**config.mk**
```make
export PLATFORM = sky130hd
export DESIGN_NAME = rggen_indirect_register_file
export DESIGN_NICKNAME = d
export VERILOG_FILES = /design/src/rtl/rggen_indirect_register_file_pkg.sv /design/src/rtl/rggen_indirect_register_file_entry.sv /design/src/rtl/rggen_indirect_register_file.sv
export SDC_FILE = /design/constraint.sdc
export NUM_CORES = 1
export LEC_CHECK = 0
export BUFFER_PORTS_ARGS = -buffer_cell sky130_fd_sc_hd__buf_2
export CORE_UTILIZATION = 30
export DETAILED_ROUTE_END_ITERATION = 10
export PLACE_DENSITY = 0.56
export RECOVER_POWER = 50
export SETUP_SLACK_MARGIN = 0.05
export SYNTH_ARGS = -nofsm -noshare
export SYNTH_HDL_FRONTEND = slang
export SYNTH_SLANG_ARGS = --single-unit
```
**constraint.sdc**
```tcl
create_clock -name i_clk -period 2.1 [get_ports i_clk]
set_clock_uncertainty 0.15 [all_clocks]
set_input_delay 0.105 -clock i_clk [delete_from_list [all_inputs] [get_ports i_clk]]
set_output_delay 0.105 -clock i_clk [all_outputs]
set_load 0.02 [all_outputs]
```
**src/rtl/rggen_indirect_register_file_pkg.sv**
```systemverilog
// Bus access/status codes, FSM states and sizing helper shared by the
// indirect register file and its entry storage.
package rggen_indirect_register_file_pkg;

    localparam logic [1:0] RGGEN_READ         = 2'b10;
    localparam logic [1:0] RGGEN_WRITE        = 2'b11;
    localparam logic [1:0] RGGEN_POSTED_WRITE = 2'b01;

    localparam logic [1:0] RGGEN_OKAY   = 2'b00;
    localparam logic [1:0] RGGEN_SLVERR = 2'b10;

    typedef enum logic {
        IRF_IDLE,
        IRF_RDWAIT
    } irf_state_e;

    function automatic int clog2(input int value);
        int result;
        result = 0;
        for (int i = 0; i < 31; i++) begin
            if ((1 << i) < value) begin
                result = i + 1;
            end
        end
        return result;
    endfunction

endpackage

```
**src/rtl/rggen_indirect_register_file_entry.sv**
```systemverilog
// One storage word of the indirect register file: bitwise bus write,
// full-word hardware write that overrides the bus in the same cycle.
module rggen_indirect_register_file_entry #(
    parameter int                    DATA_WIDTH    = 32,
    parameter logic [DATA_WIDTH-1:0] INITIAL_VALUE = '0
)(
    input  logic                  i_clk,
    input  logic                  i_rst_n,
    input  logic                  i_bus_write,
    input  logic [DATA_WIDTH-1:0] i_bus_strobe,
    input  logic [DATA_WIDTH-1:0] i_bus_data,
    input  logic                  i_hw_write,
    input  logic [DATA_WIDTH-1:0] i_hw_data,
    output logic [DATA_WIDTH-1:0] o_value
);

    logic [DATA_WIDTH-1:0] value_q;
    logic [DATA_WIDTH-1:0] value_d;

    always_comb begin
        value_d = value_q;
        if (i_hw_write) begin
            value_d = i_hw_data;
        end else if (i_bus_write) begin
            value_d = (value_q & ~i_bus_strobe) | (i_bus_data & i_bus_strobe);
        end
    end

    always_ff @(posedge i_clk or negedge i_rst_n) begin
        if (!i_rst_n) begin
            value_q <= INITIAL_VALUE;
        end else begin
            value_q <= value_d;
        end
    end

    assign o_value = value_q;

endmodule

```
**src/rtl/rggen_indirect_register_file.sv**
```systemverilog
// DEPTH-entry register array behind an INDEX/DATA address pair, with
// auto-increment, range checking, one-wait-state reads and a hardware port.
module rggen_indirect_register_file
    import rggen_indirect_register_file_pkg::*;
#(
    parameter int                       ADDRESS_WIDTH  = 8,
    parameter logic [ADDRESS_WIDTH-1:0] OFFSET_ADDRESS = '0,
    parameter int                       BUS_WIDTH      = 32,
    parameter int                       DATA_WIDTH     = BUS_WIDTH,
    parameter int                       DEPTH          = 4,
    parameter int                       INDEX_WIDTH    = clog2(DEPTH),
    parameter logic [DATA_WIDTH-1:0]    INITIAL_VALUE  = '0
)(
    input  logic                        i_clk,
    input  logic                        i_rst_n,
    input  logic                        i_register_valid,
    input  logic [1:0]                  i_register_access,
    input  logic [ADDRESS_WIDTH-1:0]    i_register_address,
    input  logic [BUS_WIDTH-1:0]        i_register_write_data,
    input  logic [BUS_WIDTH-1:0]        i_register_strobe,
    output logic                        o_register_active,
    output logic                        o_register_ready,
    output logic [1:0]                  o_register_status,
    output logic [BUS_WIDTH-1:0]        o_register_read_data,
    output logic [DEPTH*DATA_WIDTH-1:0] o_entry_value,
    input  logic                        i_hw_write_valid,
    input  logic [INDEX_WIDTH-1:0]      i_hw_write_index,
    input  logic [DATA_WIDTH-1:0]       i_hw_write_data
);

    localparam int ADDR_LSB   = clog2(BUS_WIDTH / 8);
    localparam int WORD_WIDTH = ADDRESS_WIDTH - ADDR_LSB;
    localparam int LIMIT_WIDTH = INDEX_WIDTH + 1;

    localparam logic [WORD_WIDTH-1:0] INDEX_WORD =
        OFFSET_ADDRESS[ADDRESS_WIDTH-1:ADDR_LSB];
    localparam logic [WORD_WIDTH-1:0] DATA_WORD =
        INDEX_WORD + WORD_WIDTH'(1);
    localparam logic [LIMIT_WIDTH-1:0] DEPTH_LIMIT = LIMIT_WIDTH'(DEPTH);
    localparam logic [INDEX_WIDTH-1:0] LAST_INDEX  = INDEX_WIDTH'(DEPTH - 1);

    logic [WORD_WIDTH-1:0]  word_address;
    logic                   index_hit;
    logic                   data_hit;
    logic                   bus_request;
    logic                   write_fire;
    logic                   read_capture;
    logic                   out_of_range;
    logic                   data_okay;
    logic [1:0]             access_status;

    irf_state_e             state_q;
    irf_state_e             state_d;
    logic [INDEX_WIDTH-1:0] index_q;
    logic [INDEX_WIDTH-1:0] index_d;
    logic                   autoinc_q;
    logic                   autoinc_d;
    logic [BUS_WIDTH-1:0]   read_data_q;
    logic [BUS_WIDTH-1:0]   read_data_d;
    logic [1:0]             status_q;
    logic [1:0]             status_d;

    logic [BUS_WIDTH-1:0]   read_value;
    logic [DATA_WIDTH-1:0]  selected_entry;
    logic [DATA_WIDTH-1:0]  entry_value [DEPTH];
    logic [DEPTH-1:0]       bus_entry_write;
    logic [DEPTH-1:0]       hw_entry_write;
    logic                   unused_inputs;

    // Byte-lane bits of the address and bus bits beyond the fields are don't-care.
    assign unused_inputs = ^{i_register_address, i_register_access,
                             i_register_strobe, i_register_write_data};

    assign word_address      = i_register_address[ADDRESS_WIDTH-1:ADDR_LSB];
    assign index_hit         = word_address == INDEX_WORD;
    assign data_hit          = word_address == DATA_WORD;
    assign o_register_active = index_hit | data_hit;

    assign bus_request  = i_register_valid & o_register_active &
                          (state_q == IRF_IDLE);
    assign write_fire   = bus_request & i_register_access[0];
    assign read_capture = bus_request & ~i_register_access[0];

    assign out_of_range  = {1'b0, index_q} >= DEPTH_LIMIT;
    assign access_status = (data_hit & out_of_range) ? RGGEN_SLVERR : RGGEN_OKAY;
    assign data_okay     = bus_request & data_hit & ~out_of_range;

    always_comb begin
        selected_entry = '0;
        for (int k = 0; k < DEPTH; k++) begin
            if (index_q == INDEX_WIDTH'(k)) begin
                selected_entry = entry_value[k];
            end
        end
    end

    always_comb begin
        read_value = '0;
        if (index_hit) begin
            read_value[INDEX_WIDTH-1:0] = index_q;
            read_value[BUS_WIDTH-1]     = autoinc_q;
        end else if (!out_of_range) begin
            read_value[DATA_WIDTH-1:0] = selected_entry;
        end
    end

    always_comb begin
        state_d              = state_q;
        index_d              = index_q;
        autoinc_d            = autoinc_q;
        read_data_d          = read_data_q;
        status_d             = status_q;
        o_register_ready     = 1'b0;
        o_register_status    = RGGEN_OKAY;
        o_register_read_data = '0;

        unique case (state_q)
            IRF_IDLE: begin
                if (read_capture) begin
                    state_d     = IRF_RDWAIT;
                    read_data_d = read_value;
                    status_d    = access_status;
                end else if (write_fire) begin
                    o_register_ready  = 1'b1;
                    o_register_status = access_status;
                end
            end
            IRF_RDWAIT: begin
                o_register_ready     = 1'b1;
                o_register_status    = status_q;
                o_register_read_data = read_data_q;
                state_d              = IRF_IDLE;
            end
            default: begin
                state_d = IRF_IDLE;
            end
        endcase

        if (write_fire && index_hit) begin
            index_d = (index_q & ~i_register_strobe[INDEX_WIDTH-1:0]) |
                      (i_register_write_data[INDEX_WIDTH-1:0] &
                       i_register_strobe[INDEX_WIDTH-1:0]);
            if (i_register_strobe[BUS_WIDTH-1]) begin
                autoinc_d = i_register_write_data[BUS_WIDTH-1];
            end
        end

        // Reads advance on the capture edge, so the next read sees the next entry.
        if (data_okay && autoinc_q) begin
            index_d = (index_q == LAST_INDEX) ? '0 : index_q + 1'b1;
        end
    end

    always_ff @(posedge i_clk or negedge i_rst_n) begin
        if (!i_rst_n) begin
            state_q     <= IRF_IDLE;
            index_q     <= '0;
            autoinc_q   <= 1'b0;
            read_data_q <= '0;
            status_q    <= RGGEN_OKAY;
        end else begin
            state_q     <= state_d;
            index_q     <= index_d;
            autoinc_q   <= autoinc_d;
            read_data_q <= read_data_d;
            status_q    <= status_d;
        end
    end

    for (genvar k = 0; k < DEPTH; k++) begin : g_entry
        assign bus_entry_write[k] = write_fire & data_hit & ~out_of_range &
                                    (index_q == INDEX_WIDTH'(k));
        assign hw_entry_write[k]  = i_hw_write_valid &
                                    (i_hw_write_index == INDEX_WIDTH'(k));

        rggen_indirect_register_file_entry #(
            .DATA_WIDTH    (DATA_WIDTH),
            .INITIAL_VALUE (INITIAL_VALUE)
        ) u_entry (
            .i_clk        (i_clk),
            .i_rst_n      (i_rst_n),
            .i_bus_write  (bus_entry_write[k]),
            .i_bus_strobe (i_register_strobe[DATA_WIDTH-1:0]),
            .i_bus_data   (i_register_write_data[DATA_WIDTH-1:0]),
            .i_hw_write   (hw_entry_write[k]),
            .i_hw_data    (i_hw_write_data),
            .o_value      (entry_value[k])
        );

        assign o_entry_value[k*DATA_WIDTH +: DATA_WIDTH] = entry_value[k];
    end

endmodule

```
==> flow_summary_export.csv, run 1 <==
group,metric,value,unit
drt,route.detailed.vias_per_inst,5.640,
drt,dr.pass1.iters,6,
synthesis,synth.area.top_cells,"dfrtp_1 42%, a31oi_1 8.1%, a41oi_1 8.1%, a21oi_1 6.2%, nor2_1 5.3%",
drt,vias,10897,
hold_path,holdPathEnd,"autoinc_q$_DFFE_PN0P_",
synthesis,synth_area,0.009749,mm²
timing,worst-slew-pin-transition,1.170,ns
floorplan,die_area,0.03322,mm²
floorplan,dieHeight,182.3,µm
timing,fin_ws,0.06819,ns
critical_path,cp_max_fo,7,
placement,dp.cells,1793,
flow_run,drv_cap,0,
floorplan,rows,65,
placement,io_buffers,270,
critical_path,required,2.31,ns
floorplan,coreArea,0.03180,mm²
critical_path,critPathMaxStageDelay,0.43,ns
drt,drc,0,
critical_path,worstPathArrival,2.24,ns
clocking,root_buffer,"clkbuf_16",
hold_path,hold_start,"i_register_address[7]",
synthesis,synth-seq-area-share,42.09,%
critical_path,path_cells,"buf_6 -> ha_4 -> nor2b_4 -> a221oi_1 -> o311a_1 -> o31ai_2",
power,p_leak,6.188,nW
power,peakVddDrop,0.5319,mV
floorplan,io_pins,276,
synthesis,yosys.area.top_type_share,42.09,%
cells_and_area,final_cell_mix,"189 x buf_2, 163 x dfrtp_1, 136 x nor2_1",
drt,wl_per_cell,21.99,µm
timing,hold_violations,0,
synthesis,syn_inst,1168,
timing,grt_setup_unrepaired,"yes",
drt,dr.first_iter.drc_count,1006,
timing,period_minus_slack,2.032,ns
cells_and_area,drive_gt1_share,21.46,%
global_routing,grtUsageTotal,25.22,%
global_routing,antenna_found_initial,1,
synthesis,yosys_warnings,0,
synthesis,ys_async_sr_fraction,100.0,%
timing,timing.hold.ws,0.04022,ns
floorplan,start_util,30.66,%
synthesis,synth.largest_area_cell,"dfrtp_1",
cells_and_area,fin_cells,1932,
synthesis,ys_seq_elements,164,
drt,drt-total-wl,42490,µm
clocking,cts.sinks,164,
clocking,cts_buffers,17,
cells_and_area,final_area,0.01360,mm²
cells_and_area,post-route-util,42.76,%
hold_path,min_path_type,"in -> reg",
global_routing,grt_pass1_vias,10390,
cells_and_area,final_common_cell,"buf_2",
global_routing,overflow,0,
synthesis,synth_cell_types,39,
cells_and_area,syn_to_final_growth,39.46,%
synthesis,ys.flop_type,"dfrtp_1",
critical_path,r2r_end,"read_data_q[1]$_DFFE_PN0P_",
clocking,htree_num_levels,4,
critical_path,cp-end-kind,"flip-flop",
critical_path,rr_worst_depth,6,
critical_path,rrSetupSlack,0.07,ns
timing,finalCritPeriodShare,96.75,%
synthesis,synth_edf_count,0,
synthesis,syn_area_per_cell,8.347,µm²
power,powerDensity,793.0,mW/mm²
placement,post-place-ws,0.01556,ns
floorplan,fp.dieW,182.3,µm
cells_and_area,fin_nets,1599,
clocking,clockBufferDepth,2,
global_routing,grt_max_degree,65,
hold_path,hold_depth,5,
clocking,insertion_delay,0.45,ns
timing,fmax,492.2,MHz
placement,place_congestion,0.8949,
timing,slew_violations,0,
timing,slew_headroom,22.01,%
clocking,cts_tree,"done",
global_routing,grt_first_pass_wirelength,63520,µm
run_status,status,"complete, no violations",
critical_path,worstSetupPathType,"reg -> reg",
placement,place_hpwl,27580,µm
placement,placed_area,0.01195,mm²
drt,antenna_left,0,
timing,setup_viol_count_final,0,
critical_path,startpoint_type,"flip-flop",
critical_path,cp_slowest_cell,"dfrtp_1",
clocking,clk_pin_slew,0.07,ns
-- how the worst max path moves through the flow --
stage	endpoint	slack, ns	cells after the start
global route	read_data_q[1]$_DFFE_PN0P_	-0.03	6
detailed placement	read_data_q[17]$_DFFE_PN0P_	0.02	7
CTS	read_data_q[13]$_DFFE_PN0P_	0.05	7
finish	read_data_q[1]$_DFFE_PN0P_	0.07	6
global placement	read_data_q[13]$_DFFE_PN0P_	0.05	7
floorplan	read_data_q[1]$_DFFE_PN0P_	0.09	8
-- metal layers --
layer	global-route usage (%)	routed length, µm	vias up
li1	-	-	4910
met1	35.55	18470	5251
met2	38.10	18940	632
met3	4.610	3676	104
met4	9.882	1395	0
met5	0	0	-
-- power by group --
group,total [mW],switching [mW],internal (mW),leakage (nW)
logic,3.18,1.90,1.28,4.02
clock network,3.52,1.42,2.09,0.306
registers,4.08,0.448,3.63,1.86
total,10.8,3.77,7.01,6.19
-- cells in the mapped netlist, drive strengths merged, types with 4 or more instances --
master,n
buf,39
nor4,5
a21oi,121
clkbuf,103
a31oi,127
inv,128
dfrtp,164
a41oi,90
nand2,14
nand3,39
nor2,137
a221o,28
ha,4
and2,39
nor2b,4
o21ai,39
a22o,58
a221oi,4
-- area by class of cell --
| cell class | count | area, µm² |
|---|---|---|
| fillers | 3182 | 18200 |
| repair buffers | 437 | 3132 |
| diodes | 1 | 2.502 |
| well taps | 435 | 544.3 |
| multi-input cells | 735 | 4688 |
| flip-flops and latches | 164 | 4105 |
| clock inverters | 11 | 173.9 |
| clock buffers | 21 | 470.5 |
| inverters | 128 | 480.5 |
-- per-stage QoR --
stage               total power [mW]  setup TNS, ns
finish                         10.78              0
global route                   11.24       -0.03475
global placement               7.106              0
CTS                            10.82              0
floorplan                      5.864              0
detailed placement             7.140              0
-- cells by family after synthesis --
logic type      after synthesis  share of synthesized area [%]
fa+ha+maj                     4                         0.5134
other cells                   1                        0.03846
compound gates              478                          33.91
buf+inv                     270                          10.92
mux                           1                         0.1155
simple gates                250                          12.41
flops                       164                          42.09
-- what timing repair did --
item	4_1_cts	5_1_grt
hold endpoints to repair	295	0
pin swaps	1	6
gates cloned	0	1
setup endpoints to repair	17	126
setup buffers	3	4
hold buffers	98	0
resized for setup	3	18
-- worst max-delay path: cells and delay by family, from the launching register on --
| family | cells | cell delay, ns |
|---|---|---|
| AO/OA/AOI/OAI | 3 | 0.72 |
| flip-flops | 1 | 0.43 |
| AND/OR/NAND/NOR | 1 | 0.33 |
| adder cells (fa/ha/maj) | 1 | 0.18 |
| buffers and inverters | 1 | 0.14 |
(Power assumes the default switching activity.)
==> inputs of run 2 (changes only) <==
--- a/config.mk
+++ b/config.mk
@@ -10,6 +10,7 @@
 export DETAILED_ROUTE_END_ITERATION = 10
 export PLACE_DENSITY = 0.56
 export RECOVER_POWER = 50
+export REMOVE_ABC_BUFFERS = 1
 export SETUP_SLACK_MARGIN = 0.05
 export SYNTH_ARGS = -nofsm -noshare
 export SYNTH_HDL_FRONTEND = slang
==> run 2 against run 1 <==
Design area decreased by 1.2%; register-to-register slack better by 0.02 ns; clock power is 5% lower; highest routed layer unchanged; non-clock buffer count shrank 7; final cell count down 0.47%; core utilization decreased by 0.50 points; global-route usage decreased by 0.47 points; hold slack worse by 0.0040 ns; first-iteration DRC count up 3.8%.
==> flow_summary_export.csv, run 2 (synthesized netlist as in run 1, its figures left out) <==
group,metric,value,unit
clocking,cts_tree,"done",
cells_and_area,drive_gt1_share,20.77,%
drt,vias,10805,
critical_path,startpoint_type,"flip-flop",
timing,slew_violations,0,
drt,drc,0,
placement,place_hpwl,26170,µm
cells_and_area,n_antenna_cell,0,
drt,dr.first_iter.drc_count,1044,
drt,antenna_left,0,
timing,setup_tns,0,ns
hold_path,min_path_type,"in -> reg",
floorplan,dieHeight,182.3,µm
clocking,htree_num_levels,4,
timing,hold_violations,0,
clocking,cts_buffers,17,
drt,dr_wl_met2,19630,µm
floorplan,start_util,30.66,%
power,total_power,10.52,mW
timing,fmax,495.9,MHz
timing,grt_setup_unrepaired,"yes",
critical_path,cp_max_fo,6,
timing,slew_headroom,18.69,%
critical_path,r2r_end,"read_data_q[31]$_DFFE_PN0P_",
cells_and_area,syn_to_final_growth,37.83,%
critical_path,rr_worst_depth,6,
cells_and_area,final_cell_mix,"188 x buf_2, 162 x dfrtp_1, 136 x nor2_1",
timing,timing.hold.ws,0.03617,ns
drt,wl_met3,3037,µm
cells_and_area,final_common_cell,"buf_2",
timing,fin_ws,0.08359,ns
critical_path,rrSetupSlack,0.08,ns
run_status,status,"complete, no violations",
power,peakVddDrop,0.5303,mV
floorplan,fp.dieW,182.3,µm
placement,io_buffers,270,
cells_and_area,post-route-util,42.26,%
clocking,clk_pin_slew,0.07,ns
critical_path,cp-endpoint,"read_data_q[31]$_DFFE_PN0P_",
timing,setup_viol_count_final,0,
global_routing,grt_pass1_vias,10229,
floorplan,coreArea,0.03180,mm²
clocking,root_buffer,"clkbuf_16",
timing,worst-slew-pin-transition,1.220,ns
floorplan,io_pins,276,
drt,highest_layer,"met4",
power,p_leak,6.115,nW
drt,wl_per_cell,21.58,µm
critical_path,required,2.31,ns
floorplan,rows,65,
drt,route.detailed.vias_per_inst,5.619,
drt,drt-total-wl,41490,µm
placement,place_congestion,0.8303,
timing,finalCritPeriodShare,96.02,%
global_routing,grt_first_pass_wirelength,62410,µm
flow_run,drv_cap,0,
timing,period_minus_slack,2.016,ns
power,powerDensity,783.1,mW/mm²
global_routing,overflow,0,
critical_path,worstPathArrival,2.23,ns
cells_and_area,fin_nets,1592,
placement,post-place-ws,0.01141,ns
clocking,insertion_delay,0.45,ns
global_routing,antenna_found_initial,0,
global_routing,grt_max_degree,64,
clocking,cts.sinks,164,
critical_path,cp-end-kind,"flip-flop",
drt,dr.pass1.iters,7,
critical_path,worstSetupPathType,"reg -> reg",
drt,m1WireLength,17950,µm
clocking,clockBufferDepth,2,
floorplan,die_area,0.03322,mm²
global_routing,grtUsageTotal,24.75,%
run 2: worst min path at each step:
stage	slack, ns	endpoint	start	depth (start not counted)
floorplan	-0.34	async pin	i_rst_n	0
detailed placement	-0.09	read_data_q[29]$_DFFE_PN0P_	i_rst_n	1
global route	0.08	autoinc_q$_DFFE_PN0P_	i_register_address[6]	5
CTS	0.02	autoinc_q$_DFFE_PN0P_	i_register_address[7]	5
global placement	-0.09	read_data_q[31]$_DFFE_PN0P_	i_rst_n	1
finish	0.04	autoinc_q$_DFFE_PN0P_	i_register_address[7]	5
run 2: report_power, final:
| group | switching [mW] | internal (mW) | total, mW |
|---|---|---|---|
| Sequential | 0.416 | 3.63 | 4.05 |
| Clock | 1.45 | 1.90 | 3.35 |
| Combinational | 1.88 | 1.25 | 3.12 |
| Total | 3.74 | 6.78 | 10.5 |
run 2: per-stage QoR:
step / instances / cell area (µm²)
after global placement: 1788 / 11880
after global routing: 1923 / 13440
after CTS: 1922 / 13530
after floorplan: 1027 / 9169
final: 1923 / 13440
after detailed placement: 1788 / 11880
run 2: cell type report:
type | instances | area (µm²)
multi-input combinational | 735 | 4696
clock inverter | 12 | 156.4
timing repair buffer | 430 | 3012
tap | 435 | 544.3
fill | 3144 | 18360
sequential | 164 | 4106
clock buffer | 19 | 442.9
inverter | 128 | 480.5
run 2: metal layers:
metal,vias to the layer above,track usage (%)
met4,0,7.697
met3,57,4.869
met1,5267,32.83
met2,587,40.51
met5,-,0
li1,4894,-
run 2: worst max-delay path, stage by stage, from the launching register on:
cell,delay [ns]
dfrtp_2,0.44
buf_12,0.14
ha_4,0.18
nor2b_4,0.36
a221oi_2,0.10
o311a_1,0.36
o31ai_2,0.21
run 2: timing repair:
action / CTS / global route
endpoints found under the hold margin: 295 / 0
hold buffers: 102 / 0
pin swaps: 0 / 3
gates resized for setup: 2 / 11
setup endpoints to repair: 27 / 70
buffers inserted: 1 / 1
==> inputs of run 3 (changes only) <==
--- a/config.mk
+++ b/config.mk
@@ -14,4 +14,5 @@
 export SETUP_SLACK_MARGIN = 0.05
 export SYNTH_ARGS = -nofsm -noshare
 export SYNTH_HDL_FRONTEND = slang
+export SYNTH_HIERARCHICAL = 1
 export SYNTH_SLANG_ARGS = --single-unit
==> constraint.sdc (replaced) <==
create_clock -name i_clk -period 2.1 [get_ports i_clk]
set_clock_uncertainty 0.15 [all_clocks]
set_input_delay 0.315 -clock i_clk [delete_from_list [all_inputs] [get_ports i_clk]]
set_output_delay 0.315 -clock i_clk [all_outputs]
set_load 0.02 [all_outputs]
==> run 3 against run 2 <==
Sequential power up 1%; critical path type is now reg -> out; via count down 15%; area after synthesis up 2.8%; final cell count down 11%; largest power group unchanged.
==> flow_summary_export.csv, run 3 <==
group,metric,value,unit
run_status,status,"complete, no violations",
clocking,clk_pin_slew,0.06,ns
critical_path,rr_worst_depth,7,
critical_path,worstSetupPathType,"reg -> out",
timing,hold_violations,0,
timing,worst-slew-pin-transition,1.342,ns
critical_path,path_buf_inv,2,
clocking,insertion_delay,0.44,ns
timing,slew_headroom,10.51,%
synthesis,synth_edf_count,0,
clocking,clockBufferDepth,2,
synthesis,synth-seq-area-share,40.96,%
synthesis,yosys.area.top_type_share,40.96,%
hold_path,min_path_type,"in -> reg",
floorplan,rows,66,
placement,placed_area,0.01202,mm²
clocking,cts.sinks,164,
cells_and_area,syn_to_final_growth,24.97,%
synthesis,ys.flop_type,"dfrtp_1",
drt,wl_per_cell,21.03,µm
timing,finalCritPeriodShare,96.45,%
synthesis,synth_common_cells,"164 x dfrtp_1, 133 x and3_1, 128 x a21boi_0, 128 x o31a_1, 92 x nand2b_1",
clocking,htree_num_levels,4,
synthesis,syn_inst,1004,
synthesis,yosysMostFrequentCell,"dfrtp_1",
synthesis,synth_cell_types,39,
drt,drc,0,
synthesis,yosys_warnings,6,
flow_run,drv_cap,0,
hold_path,hold_start,"i_register_write_data[31]",
power,p_leak,5.505,nW
critical_path,worstPathArrival,1.56,ns
synthesis,syn_area_per_cell,9.980,µm²
synthesis,ys_seq_elements,164,
cells_and_area,fin_nets,1364,
placement,post-place-ws,-0.03703,ns
drt,vias,9201,
critical_path,crit_family,"flip-flops",
clocking,cts_buffers,17,
critical_path,cp_max_fo,17,
critical_path,rrSetupSlack,0.10,ns
timing,fmax,493.7,MHz
synthesis,ys_async_sr_fraction,100.0,%
cells_and_area,fin_cells,1703,
placement,place_congestion,0.7874,
drt,drt-total-wl,35820,µm
timing,slew_violations,0,
global_routing,grt_max_degree,66,
critical_path,startpoint_type,"flip-flop",
floorplan,fp.dieW,184.8,µm
cells_and_area,final_area,0.01252,mm²
floorplan,start_util,30.64,%
timing,fin_ws,0.07457,ns
critical_path,required,1.63,ns
critical_path,r2r_end,"read_data_q[1]$_DFFE_PN0P_",
critical_path,cp-end-kind,"output port",
timing,setup_viol_count_final,0,
cells_and_area,final_common_cell,"buf_2",
floorplan,io_pins,276,
placement,place_hpwl,23600,µm
drt,dr.first_iter.drc_count,566,
clocking,root_buffer,"clkbuf_16",
floorplan,coreArea,0.03270,mm²
global_routing,grtUsageTotal,21.16,%
clocking,cts_tree,"done",
global_routing,antenna_found_initial,1,
timing,period_minus_slack,2.025,ns
floorplan,die_area,0.03413,mm²
timing,grt_setup_unrepaired,"yes",
power,powerDensity,784.3,mW/mm²
timing,setup_tns,0,ns
synthesis,synth.area.top_cells,"dfrtp_1 41%, o31a_1 11%, a21boi_0 9.6%, and3_1 8.3%, nand2b_1 5.7%",
synthesis,synth_area,0.01002,mm²
critical_path,critPathMaxStageDelay,0.43,ns
power,peakVddDrop,0.5342,mV
drt,dr.pass1.iters,4,
hold_path,hold_depth,2,
hold_path,holdPathEnd,"autoinc_q$_DFFE_PN0P_",
placement,dp.cells,1669,
global_routing,grt_first_pass_wirelength,54300,µm
floorplan,dieHeight,184.8,µm
drt,antenna_left,0,
global_routing,grt_pass1_vias,8804,
placement,io_buffers,270,
drt,route.detailed.vias_per_inst,5.403,
global_routing,overflow,0,
synthesis,synth.largest_area_cell,"dfrtp_1",
critical_path,cp_slowest_cell,"dfrtp_1",
power,total_power,9.821,mW
critical_path,path_depth,3,
cells_and_area,final_cell_mix,"190 x buf_2, 163 x dfrtp_1, 128 x and3_1, 128 x a21boi_0, 128 x o31a_1",
cells_and_area,drive_gt1_share,22.94,%
critical_path,path_cells,"buf_4 -> or2_2 -> buf_2",
## run 3: cell count changes after synthesis, moves of 36 or more
cell / previous run / this run
a21boi_0: 0 / 128
a21oi_1: 121 / 2
a31oi_1: 127 / 0
a41oi_1: 90 / 0
and3_1: 1 / 133
clkbuf_1: 103 / 40
inv_1: 128 / 4
nand2b_1: 0 / 92
nand3_1: 39 / 1
nor2_1: 137 / 6
o31a_1: 0 / 128
or2b_1: 0 / 36
## run 3: repair_timing
action	in CTS	in global routing
hold buffers	1	0
pin swaps	0	3
endpoints found under the setup margin	5	33
resized for setup	1	5
buffers inserted	0	1
endpoints found under the hold margin	41	0
## run 3: metrics by stage
stage / hold WS, ns / util (%)
detailed placement: 0.1633 / 36.77
floorplan: -0.1306 / -
global placement: 0.1701 / 36.77
finish: 0.05222 / 38.29
CTS: 0.01861 / 38.57
global route: 0.03898 / 38.28
## run 3: kinds of logic after synthesis
logic type	count (synthesis)	share of synthesized area, %
flops	164	40.96
other cells	1	0.03743
buf+inv	93	5.357
mux	5	0.5619
fa+ha+maj	4	0.4995
simple gates	380	23.51
compound gates	357	29.07
## run 3: layout make-up
type | instances | area (µm²)
multi-input combinational | 748 | 5441
sequential | 164 | 4105
clock buffer | 20 | 446.7
timing repair buffer | 313 | 1828
fill | 3373 | 20180
antenna | 1 | 2.502
inverter | 4 | 15.01
clock inverter | 11 | 130.1
tap | 442 | 553.0
## run 3: how the worst max path moves through the flow
stage                                      from                        to  slack (ns)
after floorplan             i_hw_write_index[1]                 flip-flop       -2.21
after global placement    i_register_address[3]                 flip-flop      -0.006
after detailed placement  i_register_address[3]                 flip-flop       -0.04
after CTS                     state_q$_DFF_PN0_  o_register_read_data[17]        0.05
after global routing                    i_rst_n                 async pin        0.02
final                         state_q$_DFF_PN0_          o_register_ready        0.07
## run 3: where the power goes
part / switching (mW) / total [mW] / leakage [nW] / internal (mW)
combinational: 1.45 / 2.51 / 3.34 / 1.06
clock: 1.44 / 3.22 / 0.269 / 1.79
sequential: 0.439 / 4.09 / 1.90 / 3.65
## run 3: metal layers
layer	global-route usage (%)	vias up	share of wire, %
li1	-	4228	-
met4	4.595	2	0.87
met1	29.78	4676	48
met2	33.25	275	46
met5	0	-	0.022
met3	4.268	20	5.6
